<file path="config.mk">
export PLATFORM = sky130hd
export DESIGN_NAME = ahb_master_arbiter_flat
export DESIGN_NICKNAME = d
export VERILOG_FILES = /design/src/rtl/ahb_master_arbiter_if.sv /design/src/rtl/ahb_master_arbiter.sv /design/src/flat_wrapper.sv
export SDC_FILE = /design/constraint.sdc
export NUM_CORES = 1
export LEC_CHECK = 0
export CAP_MARGIN = 20
export CORE_MARGIN = 8
export CORE_UTILIZATION = 31
export CTS_CLUSTER_DIAMETER = 100
export DETAILED_ROUTE_END_ITERATION = 10
export PLACE_DENSITY = 0.53
export SYNTH_ARGS = -nofsm -noshare
export SYNTH_HDL_FRONTEND = slang
export SYNTH_SLANG_ARGS = --single-unit
export TNS_END_PERCENT = 10
</file>
<file path="constraint.sdc">
create_clock -name hclk -period 6.15 [get_ports hclk]
set_input_delay 1.845 -clock hclk [delete_from_list [all_inputs] [get_ports hclk]]
set_output_delay 1.845 -clock hclk [all_outputs]
set_load 0.05 [all_outputs]
</file>
<file path="src/rtl/ahb_master_arbiter_if.sv">
// rtl/ahb_master_arbiter_if.sv - request/grant bundle between master agents and the bus arbiter
interface ahb_master_arbiter_if #(
   parameter int NO_OF_MASTERS = 4,
   parameter int HMASTER_WIDTH = (NO_OF_MASTERS == 1) ? 1 : $clog2(NO_OF_MASTERS)
);
   logic [NO_OF_MASTERS-1:0] hbusreq;
   logic [NO_OF_MASTERS-1:0] hlock;
   logic [1:0]               htrans;
   logic [2:0]               hburst;
   logic                     hready;
   logic                     hresp;
   logic [NO_OF_MASTERS-1:0] hgrant;
   logic [HMASTER_WIDTH-1:0] hmaster;
   logic                     hmastlock;

   modport master (
      output hbusreq, hlock, htrans, hburst, hready, hresp,
      input  hgrant, hmaster, hmastlock
   );

   modport slave (
      input  hbusreq, hlock, htrans, hburst, hready, hresp,
      output hgrant, hmaster, hmastlock
   );
endinterface

</file>
<file path="src/rtl/ahb_master_arbiter.sv">
// rtl/ahb_master_arbiter.sv - round-robin AHB bus arbiter with burst and lock tracking
module ahb_master_arbiter #(
   parameter int NO_OF_MASTERS = 4,
   parameter int HMASTER_WIDTH = (NO_OF_MASTERS == 1) ? 1 : $clog2(NO_OF_MASTERS)
) (
   input  logic                 hclk,
   input  logic                 hreset,
   ahb_master_arbiter_if.slave  bus
);
   localparam logic [1:0] TR_IDLE   = 2'd0;
   localparam logic [1:0] TR_NONSEQ = 2'd2;
   localparam logic [1:0] TR_SEQ    = 2'd3;
   localparam logic [2:0] BU_INCR   = 3'd1;

   typedef enum logic [1:0] {ARB, FIXED, UNDEF, LOCKED} state_t;

   state_t                   state;
   logic [3:0]               cnt;
   logic [HMASTER_WIDTH-1:0] next_owner;
   logic [HMASTER_WIDTH-1:0] cand;
   logic                     found;
   logic                     burst_fixed;
   logic [3:0]               burst_len_m1;

   // Search starts just past the current owner so the owner is checked last.
   always_comb begin
      next_owner = '0;
      cand       = '0;
      found      = 1'b0;
      for (int i = 1; i <= NO_OF_MASTERS; i++) begin
         cand = HMASTER_WIDTH'((int'(bus.hmaster) + i) % NO_OF_MASTERS);
         if (!found && bus.hbusreq[cand]) begin
            next_owner = cand;
            found      = 1'b1;
         end
      end
   end

   always_comb begin
      burst_fixed  = (bus.hburst[2:1] != 2'b00);
      burst_len_m1 = 4'd3;
      case (bus.hburst[2:1])
         2'b10:   burst_len_m1 = 4'd7;
         2'b11:   burst_len_m1 = 4'd15;
         default: burst_len_m1 = 4'd3;
      endcase
   end

   always_ff @(posedge hclk) begin
      if (hreset) begin
         state         <= ARB;
         cnt           <= 4'd0;
         bus.hgrant    <= NO_OF_MASTERS'(1);
         bus.hmaster   <= '0;
         bus.hmastlock <= 1'b0;
      end else if (bus.hready) begin
         if (bus.hresp) begin
            state         <= ARB;
            cnt           <= 4'd0;
            bus.hmastlock <= 1'b0;
            bus.hgrant    <= NO_OF_MASTERS'(1) << next_owner;
            bus.hmaster   <= next_owner;
         end else begin
            case (state)
               ARB: begin
                  if (bus.hlock[bus.hmaster] && bus.hbusreq[bus.hmaster]) begin
                     state         <= LOCKED;
                     bus.hmastlock <= 1'b1;
                  end else if (bus.htrans == TR_NONSEQ && burst_fixed) begin
                     state <= FIXED;
                     cnt   <= burst_len_m1;
                  end else if (bus.htrans == TR_NONSEQ && bus.hburst == BU_INCR) begin
                     state <= UNDEF;
                  end else begin
                     bus.hgrant  <= NO_OF_MASTERS'(1) << next_owner;
                     bus.hmaster <= next_owner;
                  end
               end
               FIXED: begin
                  if (bus.htrans == TR_SEQ) begin
                     if (cnt <= 4'd1) begin
                        state       <= ARB;
                        cnt         <= 4'd0;
                        bus.hgrant  <= NO_OF_MASTERS'(1) << next_owner;
                        bus.hmaster <= next_owner;
                     end else begin
                        cnt <= cnt - 4'd1;
                     end
                  end
               end
               UNDEF: begin
                  if (bus.htrans == TR_IDLE ||
                      (bus.htrans == TR_NONSEQ && bus.hburst != BU_INCR)) begin
                     state       <= ARB;
                     bus.hgrant  <= NO_OF_MASTERS'(1) << next_owner;
                     bus.hmaster <= next_owner;
                  end
               end
               LOCKED: begin
                  if (!bus.hlock[bus.hmaster]) begin
                     state         <= ARB;
                     bus.hmastlock <= 1'b0;
                     bus.hgrant    <= NO_OF_MASTERS'(1) << next_owner;
                     bus.hmaster   <= next_owner;
                  end
               end
               default: state <= ARB;
            endcase
         end
      end
   end
endmodule

</file>
<file path="src/flat_wrapper.sv">
// flat-port wrapper written by rule: the top's interface ports become plain ports
module ahb_master_arbiter_flat 
#(
   parameter int NO_OF_MASTERS = 4,
   parameter int HMASTER_WIDTH = (NO_OF_MASTERS == 1) ? 1 : $clog2(NO_OF_MASTERS)
)
  (hclk, hreset, bus_hbusreq, bus_hlock, bus_htrans, bus_hburst, bus_hready, bus_hresp, bus_hgrant, bus_hmaster, bus_hmastlock);
  ahb_master_arbiter_if #(.NO_OF_MASTERS(NO_OF_MASTERS), .HMASTER_WIDTH(HMASTER_WIDTH)) bus_i ();
  input  logic hclk;
  input  logic hreset;
  input wire logic [$bits(bus_i.hbusreq)-1:0] bus_hbusreq;
  input wire logic [$bits(bus_i.hlock)-1:0] bus_hlock;
  input wire logic [$bits(bus_i.htrans)-1:0] bus_htrans;
  input wire logic [$bits(bus_i.hburst)-1:0] bus_hburst;
  input wire logic [$bits(bus_i.hready)-1:0] bus_hready;
  input wire logic [$bits(bus_i.hresp)-1:0] bus_hresp;
  output wire logic [$bits(bus_i.hgrant)-1:0] bus_hgrant;
  output wire logic [$bits(bus_i.hmaster)-1:0] bus_hmaster;
  output wire logic [$bits(bus_i.hmastlock)-1:0] bus_hmastlock;
  assign bus_i.hbusreq = bus_hbusreq;
  assign bus_i.hlock = bus_hlock;
  assign bus_i.htrans = bus_htrans;
  assign bus_i.hburst = bus_hburst;
  assign bus_i.hready = bus_hready;
  assign bus_i.hresp = bus_hresp;
  assign bus_hgrant = bus_i.hgrant;
  assign bus_hmaster = bus_i.hmaster;
  assign bus_hmastlock = bus_i.hmastlock;
  ahb_master_arbiter #(.NO_OF_MASTERS(NO_OF_MASTERS), .HMASTER_WIDTH(HMASTER_WIDTH)) u_core (.hclk(hclk), .hreset(hreset), .bus(bus_i));
endmodule
</file>
# [Word-level counts from Yosys, hierarchy flattened]
# Cells that the tools add are included.
[word_totals] output_inout_bits=7 wordCells=113 inputBits=17 regBits=13
[op_classes] n_eq_ne=19 shifts=1 mux=57 reduce_logical=20 order_cmp=6 n_addsub=5
[op_table] op="$mux 4" count=13
[op_table] op="$mux 2" count=20
[op_table] op="$pmux 2 s4" count=2
[op_table] op="$pmux 4 s2" count=2
[op_table] op="$pmux 4 s4" count=1
[op_table] op="$lt 2x3->1 const B" count=5
[op_table] op="$ne 3x2->1 const B" count=5
[op_table] op="$bmux 1 s2" count=6
[op_table] op="$eq 2x2->1 const B" count=6
[op_table] op="$mux 1" count=12
[op_table] op="$ne 3x3->1 const B" count=4
[op_table] op="$reduce_and 8->1" count=1
[op_table] op="$logic_and 1x1->1" count=7
[op_table] op="$reduce_and 6->1" count=1
[op_table] op="$reduce_bool 3->1" count=2
[op_table] op="$ne 5x2->1 const B" count=1
[op_table] op="$reduce_and 5->1" count=1
[op_table] op="$add 2x1->2 const B" count=2
[op_table] op="$add 2x2->2 const B" count=2
[op_table] op="$le 4x1->1 const B" count=1
[op_table] op="$logic_not 2->1" count=2
[op_table] op="$reduce_and 4->1" count=1
[op_table] op="$shl 1x2->4 const A" count=1
[op_table] op="$sub 4x1->4 const B" count=1
[op_table] op="other kinds (7)" count=9

# [Depth between registers and ports, before layout]
[depth] depth_word=19 ltp_mapped=8 mapped_depth_nobuf=7

# [Worst setup path after synthesis]
# Ideal clock, no wire load.
[synth_timing] path_type="input-to-reg" from="input port bus_hlock[3]" to="register u_core.bus.hgrant[3]" setup_ns=0.121 path_slack_ns=2.834 cell_stages=6 required_ns=6.029 n_path_buf=1 arrival_time_ns=3.194 path_cell_list="mux4_2 -> or3b_1 -> nand4_2 -> a21o_1 -> buf_6 -> mux2_4"
[synth_between] elab_chain_cells=5 word_cells_on_any_way=6 cone_classes="2 x eq/ne; 2 x mux; 2 x reduce/logical"
[synth_rtl] item="start, declared" line_no="flat_wrapper.sv:12" text="input wire logic [$bits(bus_i.hlock)-1:0] bus_hlock;"
[synth_rtl] item="$bmux 1 s2 (*)" line_no="ahb_master_arbiter.sv:66, ahb_master_arbiter.sv:100"
[synth_rtl] item="$mux 1 (not written as such) (*)" line_no="ahb_master_arbiter.sv:66, ahb_master_arbiter.sv:100"
[synth_rtl] item="$logic_and 1x1->1" line_no="ahb_master_arbiter.sv:66" text="if (bus.hlock[bus.hmaster] && bus.hbusreq[bus.hmaster]) begin"
[synth_rtl] item="$ne 3x3->1 (no line)"
[synth_rtl] item="$reduce_and 8->1 (no line) (*)"
[synth_rtl] item="end signal, assigned" line_no="ahb_master_arbiter.sv:61" text="bus.hgrant <= NO_OF_MASTERS'(1) << next_owner;"
[synth_rtl] item="end signal, assigned" line_no="ahb_master_arbiter.sv:75" text="bus.hgrant <= NO_OF_MASTERS'(1) << next_owner;"
[synth_rtl] item="end signal, assigned" line_no="ahb_master_arbiter.sv:103" text="bus.hgrant <= NO_OF_MASTERS'(1) << next_owner;"
[synth_rtl] item="end, declared" line_no="ahb_master_arbiter_if.sv:23" text="output hgrant, hmaster, hmastlock"
# Every way passes the cells marked *; elsewhere a longest branch is shown, timed or not. The select of a mux whose other input is x is not followed.
# A chain may end at the register's enable or synchronous reset.

# [Worst setup path in the final report]
[layout_timing] from="input port bus_hbusreq[3]" to="register u_core.bus.hmaster[0]"
[layout_between] elab_chain_cells=17 word_cells_on_any_way=35 cone_classes="1 x eq/ne; 26 x mux; 8 x reduce/logical"
[layout_rtl] item="start, declared" line_no="flat_wrapper.sv:11" text="input wire logic [$bits(bus_i.hbusreq)-1:0] bus_hbusreq;"
[layout_rtl] item="$bmux 1 s2" line_no="ahb_master_arbiter.sv:32" text="if (!found && bus.hbusreq[cand]) begin"
[layout_rtl] item="$mux 1 (not written as such)" line_no="ahb_master_arbiter.sv:32"
[layout_rtl] item="$mux 1" line_no="ahb_master_arbiter.sv:32"
[layout_rtl] item="$logic_not 1->1" line_no="ahb_master_arbiter.sv:32"
[layout_rtl] item="$logic_and 1x1->1" line_no="ahb_master_arbiter.sv:32"
[layout_rtl] item="$mux 1" line_no="ahb_master_arbiter.sv:32"
[layout_rtl] item="$logic_not 1->1" line_no="ahb_master_arbiter.sv:32"
[layout_rtl] item="$logic_and 1x1->1" line_no="ahb_master_arbiter.sv:32"
[layout_rtl] item="$mux 1" line_no="ahb_master_arbiter.sv:32"
[layout_rtl] item="$logic_not 1->1" line_no="ahb_master_arbiter.sv:32"
[layout_rtl] item="$logic_and 1x1->1" line_no="ahb_master_arbiter.sv:32"
[layout_rtl] item="$mux 2" line_no="ahb_master_arbiter.sv:32"
[layout_rtl] item="$mux 2" line_no="ahb_master_arbiter.sv:72" text="end else if (bus.htrans == TR_NONSEQ && bus.hburst == BU_INCR) begin"
[layout_rtl] item="$mux 2" line_no="ahb_master_arbiter.sv:69" text="end else if (bus.htrans == TR_NONSEQ && burst_fixed) begin"
[layout_rtl] item="$mux 2" line_no="ahb_master_arbiter.sv:66"
[layout_rtl] item="$pmux 2 s4" line_no="ahb_master_arbiter.sv:64" text="case (state)"
[layout_rtl] item="$mux 2" line_no="ahb_master_arbiter.sv:57" text="if (bus.hresp) begin"
[layout_rtl] item="end signal, assigned" line_no="ahb_master_arbiter.sv:62" text="bus.hmaster <= next_owner;"
[layout_rtl] item="end signal, assigned" line_no="ahb_master_arbiter.sv:76" text="bus.hmaster <= next_owner;"
[layout_rtl] item="end signal, assigned" line_no="ahb_master_arbiter.sv:85" text="bus.hmaster <= next_owner;"
[layout_rtl] item="end, declared" line_no="ahb_master_arbiter_if.sv:23"
# Parallel ways exist; a longest one is shown, timed or not. The select of a mux whose other input is x is not followed.

==> impl_metrics.json <==
{
  "cp.required_ps": 6320,
  "synth.distinct_cells": 36,
  "syn_avg_cell_area_um2": 8.15,
  "max_slew_margin": 0.552,
  "die_w_um": 71.9,
  "min_path_type": "flop to flop",
  "drv_slew": 0,
  "diodes": 0,
  "crit_type": "primary input to flop",
  "mostFrequentLayoutCells": "23 x clkdlybuf4s50_1, 13 x nand2_1, 13 x nor2_1, 13 x dfxtp_1, 9 x a21oi_1",
  "die_h_um": 71.9,
  "finalCritPeriodShare": 0.584,
  "port_buffers": 23,
  "rsz0062_at_grt": "false",
  "clock.fmax_mhz": 278,
  "syn_area_um2": 970,
  "ir_drop_mv": 0.107,
  "io_pins": 24,
  "initial_core_util": 0.323,
  "hpwlAfterDp_um": 1900,
  "grt_max_degree": 21,
  "drive_above_1_share": 0.0845,
  "finalSetupViolations": 0,
  "worstPathMaxFanout": 6,
  "syn_nets": 138,
  "dr.pass1.iters": 4,
  "skew_ps": 4.52,
  "core_area_um2": 3000,
  "netlist_instances": 119,
  "seq_area_um2": 260,
  "status": "finished clean",
  "multi_input_area_um2": 671,
  "ant_nets": 0,
  "tns_ps": 0,
  "cts_tree": "done",
  "synthAdderAreaFrac": 0.0258,
  "die_area_um2": 5170,
  "ys_seq_area_frac": 0.268,
  "startpoint_type": "primary input",
  "utilization": 0.414,
  "cts_setup_buffers": 0,
  "overflow": 0,
  "synth_mux_area_frac": 0.146,
  "fillerInstances": 308,
  "worstPathArrival_ps": 3760,
  "layout_commonest_cell": "clkdlybuf4s50_1",
  "synth_compound_area_frac": 0.226,
  "clk_path_buf_depth": 2,
  "vias_per_cell": 5.43,
  "grt_pass1_wl_um": 4190,
  "drcViolationCount": 0,
  "synth.top_cell.area_share": 0.268,
  "root_buffer": "clkbuf_4",
  "synth_area_leaders": "dfxtp_1 27%, nand2_1 5.0%, nor2_1 5.0%, a21oi_1 4.6%, mux2_4 4.6%",
  "grt_usage": 0.0991,
  "crit_start": "bus_hbusreq[3]",
  "hold_violations": 0,
  "insertion_delay_ps": 280,
  "rr_startpoint": "u_core.bus.hmaster[0]",
  "ys_warn_count": 0,
  "num_rows": 20,
  "ys_ff_latch": 13,
  "routed_wl_um": 2460,
  "vias": 951,
  "placed_area_um2": 1220,
  "cts_made_buffers": 3,
  "worst_pin_slew_ps": 670,
  "power_leakage_nw": 0.443,
  "synth_top_family_by_area": "simple AND/OR/NAND/NOR gates",
  "holdBufCountCts": 0,
  "htreeDepth": 1,
  "synth_xor_area_frac": 0,
  "clock-sinks": 13,
  "worstSetupEndpointType": "flop",
  "cts-resized-gates": 0,
  "area_growth_pct": 28.3,
  "place.gp.congestion": 0.777,
  "grt_pass1_vias": 962,
  "wl_per_cell_um": 14.1,
  "cts.clk_slew.worst_paths_ps": 90,
  "synthSimpleGateAreaFrac": 0.294,
  "design_area_um2": 1240,
  "synth_top_area_cell": "dfxtp_1",
  "drtIter0Drc": 38,
  "drv_cap": 0,
  "fin_crit_ps": 3590,
  "nets": 162,
  "antenna_found_initial": 0,
  "worstHoldStart": "u_core.bus.hgrant[1]",
  "cellPowerDensity_nw_per_um2": 192
}
==> cell usage after synthesis <==
library cell  count
mux4_2            2
ha_1              2
nor2_1           13
nand2b_1          7
a211o_1           2
or3b_1            1
clkbuf_1          1
dfxtp_1          13
buf_2             1
nand4_2           1
a21o_1            1
nand2_1          13
or3_1             1
nor4bb_1          1
inv_1             4
or3b_2            2
o211ai_1          2
o221ai_1          2
buf_6             1
o22ai_1           1
a211oi_1          3
a21oi_1           9
o31ai_1           1
o21bai_1          1
nand3_1           1
o21ai_1           1
mux2i_1           4
nor3_1            6
nor2b_1           5
buf_1             1
mux2_4            3
nor3b_1           1
o41ai_4           1
or4_1             2
mux2_1            1
o21ai_0           8
==> cells by family (layout without fill, tap and decap cells) <==
| family | Yosys count | count (layout) |
|---|---|---|
| multiplexers | 10 | 10 |
| AND/OR/NAND/NOR | 54 | 54 |
| adder cells (fa/ha/maj) | 2 | 2 |
| flip-flops | 13 | 13 |
| AO/OA/AOI/OAI | 32 | 32 |
| buffers and inverters | 8 | 31 |
==> layer usage <==
| metal | vias to the layer above | part of all wire | global-route usage |
|---|---|---|---|
| li1 | 479 | - | - |
| met2 | 19 | 0.49 | 0.174 |
| met5 | - | 0 | 0 |
| met4 | 0 | 0.0069 | 0.0204 |
| met1 | 451 | 0.46 | 0.113 |
| met3 | 2 | 0.036 | 0.0331 |
==> final cells by class <==
| type | instances | share of cell area |
|---|---|---|
| Timing Repair Buffer | 23 | 0.185 |
| Inverter | 4 | 0.0121 |
| Multi-Input combinational cell | 98 | 0.539 |
| Sequential cell | 13 | 0.209 |
| Clock buffer | 4 | 0.0211 |
| Tap cell | 33 | 0.0332 |
==> sequential cells by signal, summed over array words and instances (netlist names) <==
signal,count
u_core.bus.hgrant,4
u_core.bus.hmastlock,1
u_core.state,2
u_core.cnt,4
u_core.bus.hmaster,2
==> critical path, stage by stage <==
cell and delay, ps:
clkdlybuf4s50_1 540, nand2_1 60, mux4_2 530, o21ai_0 120, a21o_1 340, mux2_4 330
==> per-stage QoR <==
stage | std cells | hold slack [ps] | setup WS, ps | total power, W
5_1_grt | 175 | 534 | 2500 | 0.000257
3_5_place_dp | 171 | 481 | 2260 | 0.000186
3_3_place_gp | 171 | 483 | 2270 | 0.000185
6_report | 175 | 491 | 2560 | 0.000239
2_1_floorplan | 119 | 488 | 2830 | 0.000157
4_1_cts | 175 | 492 | 2560 | 0.000244
==> power by group <==
group	switching (W)	internal, W
Sequential	0.00000751	0.0000905
Combinational	0.0000466	0.0000394
Clock	0.0000294	0.0000251
==> worst paths after layout <==
path	endpoint	cells past startpoint	slack, ps
max	u_core.bus.hmaster[0]	6	2560
min	u_core.bus.hgrant[1]	2	490
max reg2reg	u_core.bus.hmaster[0]	5	4060
min reg2reg	u_core.bus.hgrant[1]	2	490
Note: power is estimated with default switching activity, not from simulation.
